--- config.mk ---
export PLATFORM = sky130hd
export DESIGN_NAME = cbus_arbiter_flat
export DESIGN_NICKNAME = d
export VERILOG_FILES = /design/src/rtl/cbus_arbiter_if.sv /design/src/rtl/cbus_arbiter.sv /design/src/flat_wrapper.sv
export SDC_FILE = /design/constraint.sdc
export NUM_CORES = 1
export LEC_CHECK = 0
export ABC_AREA = 1
export BUFFER_PORTS_ARGS = -buffer_cell sky130_fd_sc_hd__buf_4
export CAP_MARGIN = 15
export CORE_AREA = 8 8 208 210
export DETAILED_ROUTE_END_ITERATION = 7
export DIE_AREA = 0 0 216 218
export PLACE_DENSITY = 0.41
export SLEW_MARGIN = 20
export SYNTH_ARGS = -nofsm -noshare
export SYNTH_HDL_FRONTEND = slang
export SYNTH_SLANG_ARGS = --single-unit
--- constraint.sdc ---
create_clock -name clk -period 2.34 [get_ports clk]
set_clock_uncertainty 0.2 [all_clocks]
set_input_delay 0.234 -clock clk [delete_from_list [all_inputs] [get_ports clk]]
set_output_delay 0.234 -clock clk [all_outputs]
set_load 0.01 [all_outputs]
--- src/rtl/cbus_arbiter_if.sv ---
// Cache-bus request/response types and the bundle of per-requester and
// memory-side channels shared between the caches, the arbiter and the bridge.
package cbus_pkg;
  typedef struct packed {
    logic        valid;
    logic        is_write;
    logic [2:0]  size;
    logic [31:0] addr;
    logic [7:0]  strobe;
    logic [63:0] data;
    logic [7:0]  len;
  } cbus_req_t;

  typedef struct packed {
    logic        ready;
    logic        last;
    logic [63:0] data;
  } cbus_resp_t;
endpackage

interface cbus_arbiter_if #(
  parameter int NUM_REQ = 2
);
  cbus_pkg::cbus_req_t  [NUM_REQ-1:0] ireqs;
  cbus_pkg::cbus_resp_t [NUM_REQ-1:0] iresps;
  cbus_pkg::cbus_req_t                oreq;
  cbus_pkg::cbus_resp_t               oresp;

  // slave: the arbiter's view; master: the caches plus memory bridge around it
  modport slave  (input ireqs, input oresp, output iresps, output oreq);
  modport master (output ireqs, output oresp, input iresps, input oreq);
endinterface

--- src/rtl/cbus_arbiter.sv ---
// Round-robin arbiter sharing one cache-to-memory bus among NUM_REQ requesters;
// a grant is held until the beat carrying both ready and last.
module cbus_arbiter #(
  parameter  int NUM_REQ = 2,
  localparam int IDX_W   = $clog2(NUM_REQ)
) (
  input  logic             clk,
  input  logic             resetn,
  cbus_arbiter_if.slave    bus,
  output logic             busy,
  output logic [IDX_W-1:0] grant_idx
);

  typedef enum logic {IDLE, BUSY} state_t;

  state_t             state_reg, state_next;
  logic [IDX_W-1:0]   sel_reg, sel_next;
  logic [IDX_W-1:0]   last_reg, last_next;

  logic [NUM_REQ-1:0]   valids;
  logic [2*NUM_REQ-1:0] valids_dbl;
  logic [NUM_REQ-1:0]   rot;
  logic [NUM_REQ-1:0]   first_hot;
  logic [IDX_W:0]       start;
  logic [IDX_W:0]       off;
  logic [IDX_W:0]       win_sum;
  logic [IDX_W-1:0]     win_idx;
  logic                 win_found;
  logic [IDX_W:0][NUM_REQ-1:0] bitmask;

  genvar gi, gj;

  // Per-requester valid gather and response steering
  generate
    for (gi = 0; gi < NUM_REQ; gi++) begin : g_req
      assign valids[gi]     = bus.ireqs[gi].valid;
      assign bus.iresps[gi] = (state_reg == BUSY && sel_reg == IDX_W'(gi)) ? bus.oresp : '0;
    end
  endgenerate

  // Constant masks turning the one-hot winner offset into a binary offset
  generate
    for (gj = 0; gj <= IDX_W; gj++) begin : g_enc
      for (gi = 0; gi < NUM_REQ; gi++) begin : g_bit
        assign bitmask[gj][gi] = 1'(gi >> gj);
      end
      assign off[gj] = |(first_hot & bitmask[gj]);
    end
  endgenerate

  // Rotate the valid vector so position 0 is the requester after last_reg;
  // doubling the vector keeps the wrap correct for any NUM_REQ.
  always_comb begin
    start = {1'b0, last_reg} + 1'b1;
    if (start == (IDX_W+1)'(NUM_REQ)) begin
      start = '0;
    end
    valids_dbl = {valids, valids};
    rot        = valids_dbl[start +: NUM_REQ];
    first_hot  = rot & (~rot + 1'b1);
    win_found  = |rot;
    win_sum    = start + off;
    if (win_sum >= (IDX_W+1)'(NUM_REQ)) begin
      win_sum = win_sum - (IDX_W+1)'(NUM_REQ);
    end
    win_idx = win_sum[IDX_W-1:0];
  end

  always_ff @(posedge clk or negedge resetn) begin
    if (!resetn) begin
      state_reg <= IDLE;
      sel_reg   <= '0;
      last_reg  <= IDX_W'(NUM_REQ - 1);
    end else begin
      state_reg <= state_next;
      sel_reg   <= sel_next;
      last_reg  <= last_next;
    end
  end

  always_comb begin
    state_next = state_reg;
    sel_next   = sel_reg;
    last_next  = last_reg;
    bus.oreq   = '0;
    case (state_reg)
      IDLE: begin
        if (win_found) begin
          sel_next   = win_idx;
          state_next = BUSY;
        end
      end
      BUSY: begin
        // Forwarded as-is, even if the owner drops valid mid-burst
        bus.oreq = bus.ireqs[sel_reg];
        if (bus.oresp.ready && bus.oresp.last) begin
          state_next = IDLE;
          last_next  = sel_reg;
        end
      end
      default: state_next = IDLE;
    endcase
  end

  assign busy      = (state_reg == BUSY);
  assign grant_idx = sel_reg;

endmodule

--- src/flat_wrapper.sv ---
// flat-port wrapper written by rule: the top's interface ports become plain ports
module cbus_arbiter_flat 
#(
  parameter  int NUM_REQ = 2,
  localparam int IDX_W   = $clog2(NUM_REQ)
)
  (clk, resetn, busy, grant_idx, bus_ireqs, bus_oresp, bus_iresps, bus_oreq);
  cbus_arbiter_if #(.NUM_REQ(NUM_REQ)) bus_i ();
  input  logic clk;
  input  logic resetn;
  output logic busy;
  output logic [IDX_W-1:0] grant_idx;
  input wire logic [$bits(bus_i.ireqs)-1:0] bus_ireqs;
  input wire logic [$bits(bus_i.oresp)-1:0] bus_oresp;
  output wire logic [$bits(bus_i.iresps)-1:0] bus_iresps;
  output wire logic [$bits(bus_i.oreq)-1:0] bus_oreq;
  assign bus_i.ireqs = bus_ireqs;
  assign bus_i.oresp = bus_oresp;
  assign bus_iresps = bus_i.iresps;
  assign bus_oreq = bus_i.oreq;
  cbus_arbiter #(.NUM_REQ(NUM_REQ)) u_core (.clk(clk), .resetn(resetn), .bus(bus_i), .busy(busy), .grant_idx(grant_idx));
endmodule
Word-level counts from Yosys, hierarchy flattened --
Index checks and enable logic that the tools add are counted.
Word-level totals: register bits 3
Cells by class: mux-type cells 10, equality and inequality tests 1, reduce and logical (&&, ||, !) cells 6, shift-type cells 1, $lt $le $gt $ge 2, add/sub/neg operators 4, bitwise logic cells 4
Operators by type and width (number):
- $mux 117 | 3
- $mux 66 | 2
- $reduce_and 2->1 | 2
- $shiftx 4x3->2 | 1
- $logic_and 1x1->1 | 3
- $mux 1 | 3
- $add 1x1->2 const B | 1
- $add 2x1->2 | 1
- $add 2x1->2 const B | 1
- $and 2x2->2 | 1
- $eq 2x2->1 const B | 1
- $ge 2x2->1 const B | 1
- $lt 1x2->1 const B | 1
- $mux 2 | 1
- $not 1->1 | 2
- $not 2->2 | 1
- $pmux 1 s2 | 1
- $reduce_or 2->1 | 1
- $sub 1x1->1 const B | 1

Depth between registers and ports, before layout --
Gate-level depths: netlist of the first run.
depth after elaboration 10, depth in mapped cells 6

Least setup slack after synthesis of the first run --
OpenSTA, ideal clock, no wires.
path kind register to output, start register u_core.sel_reg (netlist: u_core.grant_idx), end output bus_oreq[100], cell stages (with the launch flop) 6, slack 0.725 ns, path buffers 2, arrival time 1.181 ns, cells stage by stage dfrtp_1 > inv_2 > buf_4 > clkbuf_1 > nand3_1 > nand2_1
On the way: word-level cells in the longest chain between the ends 3
RTL lines:
- start: declaration | line cbus_arbiter.sv:17 | logic [IDX_W-1:0] sel_reg, sel_next;
- start signal: assignment | line cbus_arbiter.sv:76 | sel_reg <= sel_next;
- $mux 117 (not written as such) (2 in a row) | line cbus_arbiter.sv:95 | bus.oreq = bus.ireqs[sel_reg];
- $mux 117 | line cbus_arbiter.sv:86 | case (state_reg)
- end: declaration | line flat_wrapper.sv:16 | output wire logic [$bits(bus_i.oreq)-1:0] bus_oreq;
No other way between the ends. The select of a mux whose other input is x is not followed.

Worst setup path after layout of the first run --
start register u_core.state_reg (netlist: u_core.busy), end output bus_oreq[56]
On the way: word-level cells in the longest chain between the ends 1
RTL lines:
- start: declaration | line cbus_arbiter.sv:16 | state_t state_reg, state_next;
- start signal: assignment | line cbus_arbiter.sv:75 | state_reg <= state_next;
- $mux 117 | line cbus_arbiter.sv:86
No other way between the ends.

==> results.sh, run 1 <==
export IMPL_postLayoutCoreUtil=0.185
export IMPL_layout_min_cycle_time_ps=2060
export IMPL_die_x_um=216
export IMPL_clk_pin_slew_ps=30
export IMPL_ys_top_cells_by_area="nand2_1 35%, nand3_1 23%, nor2_1 19%"
export IMPL_power_internal_uw=2040
export IMPL_worstPathCellList="nand2_2 > clkinv_2 > buf_12 > buf_12 > nand2_1 > nand2_1 > buf_4"
export IMPL_p_seq_frac=0.020
export IMPL_grt_start_max_net_pins=92
export IMPL_grtUsageTotal=0.0949
export IMPL_overflow=0
export IMPL_cts_resized=0
export IMPL_clk_path_buf_depth=2
export IMPL_drc_errors=0
export IMPL_power_density_nw_per_um2=546
export IMPL_status="finished clean"
export IMPL_finalSetupTns_ps=0
export IMPL_dieArea_um2=47100
export IMPL_worstPathRequired_ps=1910
export IMPL_grt_pass1_wl_mm=35.3
export IMPL_first_pass_iters=4
export IMPL_slew_viol_final=0
export IMPL_worst_ir_drop_vdd_mv=0.319
export IMPL_clock_sinks=3
export IMPL_ys_warn_count=0
export IMPL_avgSynthCellArea_um2=4.17
export IMPL_nNetsFinal=1442
export IMPL_clock_power_share=0.067
export IMPL_wl_per_cell_um=15.1
export IMPL_tightest_slew_ps=454
export IMPL_clock_tree_root_cell="clkbuf_16"
export IMPL_setup_violations=0
export IMPL_cp_arrival_ps=1620
export IMPL_hp_class="in2reg"
export IMPL_synth_top_area_cell="nand2_1"
export IMPL_grt_setup_unrepaired="false"
export IMPL_drt_iter0_drc=207
export IMPL_crit_fanout=49
export IMPL_switching_share=0.499
export IMPL_rows=74
export IMPL_cts_buffers=3
export IMPL_grt_pass1_vias=5833
export IMPL_synthCells=619
export IMPL_vias=5665
export IMPL_cap_violations=0
export IMPL_design_core_area_um2=40200
export IMPL_cts_max_level=1
export IMPL_power_leakage_uw=0.00456
export IMPL_power_switching_uw=2030
export IMPL_drive_gt1_frac=0.505
export IMPL_crit_slowest_cell="dfrtp_4"
export IMPL_area_growth_pct=189
export IMPL_syn_nets=921
export IMPL_antenna_found_initial=1
export IMPL_synth_seq_cells=3
export IMPL_synth_cell_types=12
export IMPL_comb_power_share=0.913
export IMPL_start_util=0.0642
export IMPL_clock_fmax_mhz=486
export IMPL_hold_violations=0
export IMPL_via_per_inst=3.39
export IMPL_antenna_cells=0
export IMPL_synth_top_area_share=0.352
export IMPL_max_slew_margin=0.698
export IMPL_numPortBuffers=552
export IMPL_postRouteAntennaNets=0
export IMPL_clock_latency_ps=220
export IMPL_syn_area_um2=2580
export IMPL_cpPeakStageDelay_ps=500
export IMPL_drt_total_wl_mm=25.3
export IMPL_io_pins=553
export IMPL_yosysSeqAreaShare=0.0296
export IMPL_post_route_period_util=0.879
export IMPL_cts_tree="built"
export IMPL_hpwl_mm=22.2
export IMPL_end_kind="output pin"
export IMPL_hold_buffers=1
export IMPL_critPathLaunchType="flip-flop"
export IMPL_worstSetupPathType="reg2out"
export IMPL_routabilityCongestion=0.841
export IMPL_rrSetupSlack_ps=730
export IMPL_die_height_um=218
export IMPL_cts_setup_buffers=0
[synth_stat cells (all sizes together)]
| cell type | n |
|---|---|
| dfstp | 1 |
| nand3 | 120 |
| and2 | 1 |
| dfrtp | 2 |
| inv | 69 |
| buf | 26 |
| clkbuf | 25 |
| nand2 | 242 |
| nor2 | 133 |
[cells by family (layout without fill, tap and decap cells)]
logic type,after synthesis,after routing,share of synthesized area
buf+inv,120,640,0.190
simple gates,496,496,0.781
flops,3,3,0.0296
[worst max-delay path: cells and delay by family, from the launching register on]
kind                   cells  cell delay, ps
buffers and inverters      4             610
flip-flops                 1             500
AND/OR/NAND/NOR            3             240
[cell type report]
cell class | instances | area [um2]
timing repair buffer | 567 | 4350
sequential | 3 | 80.1
inverter | 69 | 262
tap | 532 | 666
clock buffer | 4 | 78.8
multi-input combinational | 496 | 2020
fill | 4680 | 32700
[power groups by stage]
stage	Combinational (uW)	Sequential, uW	Clock (uW)
after floorplan	1580	78.6	0
after global placement	3810	80.4	0
after detailed placement	3780	82.4	0
after CTS	3790	82.2	281
after global routing	4050	84.3	287
final	3710	82.1	273
[layer usage]
layer  GRT usage  up-vias  part of all wire
li1            -     2897                 -
met1       0.103     2416              0.38
met2       0.178      328              0.51
met3      0.0336       22             0.091
met4      0.0167        2             0.014
met5           0        -           0.00051
[path summary, 6_finish.rpt]
path / start / to / cells after the start
worst min register to register: u_core.last_reg / u_core.last_reg / 2
min in group asynchronous: resetn / u_core.grant_idx / 2
worst min-delay path: bus_ireqs[233] / u_core.grant_idx / 3
worst max-delay path: u_core.busy / bus_oreq[56] / 7
max in group asynchronous: resetn / u_core.last_reg / 2
worst max register to register: u_core.busy / u_core.last_reg / 5
[placed cells by master (no fill, tap or decap), drive strengths merged]
cell           n
dfrtp          2
nor2         133
inv           67
nand2        242
clkbuf         4
buf          566
clkinv         2
and2           1
dfstp          1
nand3        120
dlygate4sd3    1
[per-stage QoR]
step                      cells  worst slack, ps  hold WS [ps]  total power (uW)  cell area, um2
after detailed placement   1666              508          -173              3860            7360
after global routing       1671              157           187              4420            7450
after global placement     1666              510          -173              3890            7360
after floorplan             619              725          -262              1660            2580
final                      1671              284           149              4070            7450
after CTS                  1671              261           174              4160            7450
Note: power is estimated with default switching activity, not from simulation.
==> run 2, diff against run 1 <==
--- a/config.mk
+++ b/config.mk
@@ -9,6 +9,7 @@
 export BUFFER_PORTS_ARGS = -buffer_cell sky130_fd_sc_hd__buf_4
 export CAP_MARGIN = 15
 export CORE_AREA = 8 8 208 210
+export CTS_BUF_LIST = sky130_fd_sc_hd__clkbuf_16
 export DETAILED_ROUTE_END_ITERATION = 7
 export DIE_AREA = 0 0 216 218
 export PLACE_DENSITY = 0.41
==> results.sh, run 2 (synthesis results as in run 1) <==
export IMPL_cts_resized=0
export IMPL_via_per_inst=3.39
export IMPL_cts_max_level=1
export IMPL_dieArea_um2=47100
export IMPL_grt_start_max_net_pins=92
export IMPL_post_route_period_util=0.879
export IMPL_first_pass_iters=4
export IMPL_layout_min_cycle_time_ps=2060
export IMPL_vias=5664
export IMPL_cap_violations=0
export IMPL_clock_sinks=3
export IMPL_nNetsFinal=1442
export IMPL_antenna_cells=0
export IMPL_start_util=0.0642
export IMPL_drt_iter0_drc=207
export IMPL_hold_violations=0
export IMPL_worstPathRequired_ps=1910
export IMPL_end_kind="output pin"
export IMPL_setup_violations=0
export IMPL_cp_arrival_ps=1620
export IMPL_grtUsageTotal=0.0949
export IMPL_hold_depth=3
export IMPL_hp_class="in2reg"
export IMPL_drive_gt1_frac=0.505
export IMPL_hpwl_mm=22.2
export IMPL_die_height_um=218
export IMPL_routabilityCongestion=0.841
export IMPL_max_slew_margin=0.700
export IMPL_final_common_cell="buf_4"
export IMPL_clk_pin_slew_ps=30
export IMPL_cpPeakStageDelay_ps=500
export IMPL_grt_pass1_wl_mm=35.3
export IMPL_postRouteAntennaNets=0
export IMPL_io_pins=553
export IMPL_worstPathCellList="nand2_2 > clkinv_2 > buf_12 > buf_12 > nand2_1 > nand2_1 > buf_4"
export IMPL_power_density_nw_per_um2=545
export IMPL_fill_cells=4680
export IMPL_grt_pass1_vias=5833
export IMPL_cts_tree="built"
export IMPL_crit_slowest_cell="dfrtp_4"
export IMPL_design_core_area_um2=40200
export IMPL_rows=74
export IMPL_area_growth_pct=189
export IMPL_wl_per_cell_um=15.1
export IMPL_ff2ff_path_depth=5
export IMPL_drc_errors=0
export IMPL_power_leakage_uw=0.00456
export IMPL_worst_ir_drop_vdd_mv=0.319
export IMPL_drt_total_wl_mm=25.3
export IMPL_status="finished clean"
export IMPL_numPortBuffers=552
export IMPL_tightest_slew_ps=450
export IMPL_worstSetupPathType="reg2out"
export IMPL_cts_buffers=3
export IMPL_clock_fmax_mhz=486
export IMPL_layout_common_cells="559 x buf_4, 240 x nand2_1, 133 x nor2_1"
export IMPL_grt_setup_unrepaired="false"
export IMPL_die_x_um=216
export IMPL_crit_fanout=49
export IMPL_antenna_found_initial=1
export IMPL_clock_latency_ps=220
export IMPL_postLayoutCoreUtil=0.185
export IMPL_critPathLaunchType="flip-flop"
export IMPL_finalSetupTns_ps=0
export IMPL_overflow=0
export IMPL_slew_viol_final=0
export IMPL_clock_tree_root_cell="clkbuf_16"
export IMPL_clk_path_buf_depth=2
[run 2: changes by cell type in the layout (fill, tap and decap cells not counted)]
| cell | before | now |
|---|---|---|
| clkbuf_1 | 1 | 0 |
| inv_1 | 67 | 68 |
[run 2: final cells by class]
type	count	area (um2)	area share
clock buffers	3	75.1	0.0101
flip-flops and latches	3	80.1	0.0107
inverters	69	262	0.0351
well taps	532	666	0.0893
repair buffers	567	4350	0.583
multi-input cells	496	2020	0.271
clock inverters	1	3.75	0.000504
[run 2: stage by stage]
| step | cell area, um2 | setup slack [ps] | total power (uW) | hold slack (ps) | std cells |
|---|---|---|---|---|---|
| after global routing | 7450 | 156 | 4410 | 186 | 1671 |
| after detailed placement | 7360 | 508 | 3860 | -173 | 1666 |
| after global placement | 7360 | 510 | 3890 | -173 | 1666 |
| final | 7450 | 283 | 4060 | 148 | 1671 |
| after floorplan | 2580 | 725 | 1660 | -262 | 619 |
| after CTS | 7450 | 260 | 4150 | 174 | 1671 |
[run 2: final timing paths]
path | from | endpoint | slack, ps
max | u_core.busy | bus_oreq[56] | 280
min | bus_ireqs[233] | u_core.grant_idx | 150
max reg2reg | u_core.busy | u_core.last_reg | 730
min reg2reg | u_core.last_reg | u_core.last_reg | 280
max in group asynchronous | resetn | u_core.last_reg | 1590
min in group asynchronous | resetn | u_core.grant_idx | 160
[run 2: routing by layer]
layer	GRT usage	part of all wire	vias to the layer above
met5	0	0.00051	-
met2	0.178	0.51	328
met3	0.0336	0.091	22
met1	0.103	0.38	2415
li1	-	-	2897
met4	0.0167	0.014	2
[run 2: worst max-delay path: cells and delay by family, from the launching register on]
kind | cells | cell delay, ps
DFF | 1 | 500
and+or+nand+nor | 3 | 240
buffers and inverters | 4 | 610
[run 2: timing repair]
| item | in CTS | in global routing |
|---|---|---|
| hold buffers | 1 | 0 |
| buffers inserted | 0 | 0 |
| endpoints found under the hold margin | 3 | 0 |
[run 2: power by group]
part	switching, uW	total (uW)	internal, uW
Combinational	1970	3710	1750
Clock	48.9	269	221
Sequential	14.3	82.1	67.8
==> run 3, diff against run 2 <==
--- a/config.mk
+++ b/config.mk
@@ -12,7 +12,7 @@
 export CTS_BUF_LIST = sky130_fd_sc_hd__clkbuf_16
 export DETAILED_ROUTE_END_ITERATION = 7
 export DIE_AREA = 0 0 216 218
-export PLACE_DENSITY = 0.41
+export PLACE_DENSITY = 0.38
 export SLEW_MARGIN = 20
 export SYNTH_ARGS = -nofsm -noshare
 export SYNTH_HDL_FRONTEND = slang
==> results.sh, run 3 (synthesis results as in run 1) <==
export IMPL_area_growth_pct=188
export IMPL_vias=5631
export IMPL_hpwl_mm=22.6
export IMPL_multi_input_area_um2=2020
export IMPL_drive_gt1_frac=0.503
export IMPL_clk_path_buf_depth=2
export IMPL_seq_area_um2=80.1
export IMPL_design_core_area_um2=40200
export IMPL_cts_tree="built"
export IMPL_via_per_inst=3.38
export IMPL_overflow=0
export IMPL_start_util=0.0642
export IMPL_finalSetupTns_ps=0
export IMPL_use_met1=0.108
export IMPL_clock_sinks=3
export IMPL_clk_pin_slew_ps=30
export IMPL_crit_path_frequent_cell="nand2_1"
export IMPL_power_density_nw_per_um2=551
export IMPL_clock_tree_root_cell="clkbuf_16"
export IMPL_layout_min_cycle_time_ps=2130
export IMPL_setup_violations=0
export IMPL_worstPathRequired_ps=1910
export IMPL_grt_setup_unrepaired="false"
export IMPL_numPortBuffers=552
export IMPL_timing_final_ws_setup_ps=205
export IMPL_clock_latency_ps=230
export IMPL_cpPeakStageDelay_ps=510
export IMPL_power_leakage_uw=0.00455
export IMPL_cap_violations=0
export IMPL_drc_errors=0
export IMPL_busiest_layer="met2"
export IMPL_status="finished clean"
export IMPL_antenna_cells=0
export IMPL_antenna_found_initial=1
export IMPL_crit_fanout=55
export IMPL_drt_total_wl_mm=26.1
export IMPL_cp_top_family="buffers and inverters"
export IMPL_wl_per_cell_um=15.7
export IMPL_grt_start_max_net_pins=68
export IMPL_startpoint="u_core.busy"
export IMPL_end_kind="output pin"
export IMPL_worst_ir_drop_vdd_mv=0.242
export IMPL_min_delay_start="bus_oresp[64]"
export IMPL_dieArea_um2=47100
export IMPL_die_height_um=218
export IMPL_slew_viol_final=0
export IMPL_first_pass_iters=4
export IMPL_cts_setup_buffers=0
export IMPL_critPathLaunchType="flip-flop"
export IMPL_grt_pass1_wl_mm=36.7
export IMPL_cts_buffers=3
export IMPL_worstPathCellList="nand2_2 > inv_4 > buf_12 > nand2_1 > nand2_1 > buf_4"
export IMPL_final_common_cell="buf_4"
export IMPL_dp_slack_ps=417
export IMPL_cts_resized=0
export IMPL_use_met3=0.0434
export IMPL_cp_arrival_ps=1700
export IMPL_routabilityCongestion=0.798
export IMPL_use_met2=0.186
export IMPL_max_slew_margin=0.737
export IMPL_nNetsFinal=1438
export IMPL_hold_buffers=1
export IMPL_die_x_um=216
export IMPL_r2r_start="u_core.busy"
export IMPL_grtUsageTotal=0.101
export IMPL_hp_class="in2reg"
export IMPL_cts_max_level=1
export IMPL_post_route_period_util=0.912
export IMPL_postRouteAntennaNets=0
export IMPL_worstSetupPathType="reg2out"
export IMPL_drt_iter0_drc=252
export IMPL_crit_slowest_cell="dfrtp_4"
export IMPL_path_buf_inv=3
export IMPL_io_pins=553
export IMPL_clock_fmax_mhz=468
export IMPL_hold_violations=0
export IMPL_layout_common_cells="554 x buf_4, 240 x nand2_1, 133 x nor2_1"
export IMPL_grt_pass1_vias=5795
export IMPL_rows=74
export IMPL_fill_cells=4680
export IMPL_tightest_slew_ps=393
-- run 3: cell types whose count changed in the layout (fill, tap and decap cells not counted) --
cell / before / now
buf_4: 559 / 554
clkinv_2: 2 / 0
inv_4: 0 / 2
buf_12: 7 / 8
-- run 3: path summary, 6_finish.rpt --
kind	slack [ps]	endpoint	depth (start not counted)
worst max register to register	860	u_core.last_reg	5
max in group asynchronous	1490	u_core.last_reg	2
worst min-delay path	50	u_core.last_reg	3
worst max-delay path	210	bus_oreq[76]	6
worst min register to register	270	u_core.last_reg	2
min in group asynchronous	260	u_core.busy	2
-- run 3: final cells by class --
type                       count  area share
clock buffer                   3      0.0101
clock inverter                 1    0.000505
timing repair buffer         563       0.582
multi-input combinational    496       0.272
sequential                     3      0.0108
tap                          532      0.0895
inverter                      69      0.0355
-- run 3: where the power goes --
part	internal (uW)	switching, uW	leakage (uW)
clock network	221	51.8	0.0000423
registers	67.6	20.0	0.0000318
logic	1730	2000	0.00447
-- run 3: worst reg2reg max path, delay by kind of cell, from the launching register on --
kind	cells	cell delay, ps
flip-flops	1	550
AND/OR/NAND/NOR	4	370
buffers and inverters	1	300
-- run 3: metal layers --
layer / share of wire / vias to the layer above / routed length, um
met2: 0.51 / 292 / 13400
li1: - / 2893 / -
met4: 0.0074 / 0 / 193
met3: 0.10 / 10 / 2630
met5: 0 / - / 0
met1: 0.38 / 2436 / 9900
-- run 3: per-stage QoR --
| step | cell area (um2) | util | cells | hold WS (ps) | power, uW |
|---|---|---|---|---|---|
| 4_1_cts | 7440 | 0.185 | 1667 | 54.3 | 4180 |
| 3_3_place_gp | 7350 | 0.183 | 1662 | -168 | 3940 |
| 6_report | 7440 | 0.185 | 1667 | 46.7 | 4090 |
| 2_1_floorplan | 2580 | - | 619 | -262 | 1660 |
| 3_5_place_dp | 7350 | 0.183 | 1662 | -170 | 3900 |
| 5_1_grt | 7440 | 0.185 | 1667 | 67.3 | 4460 |
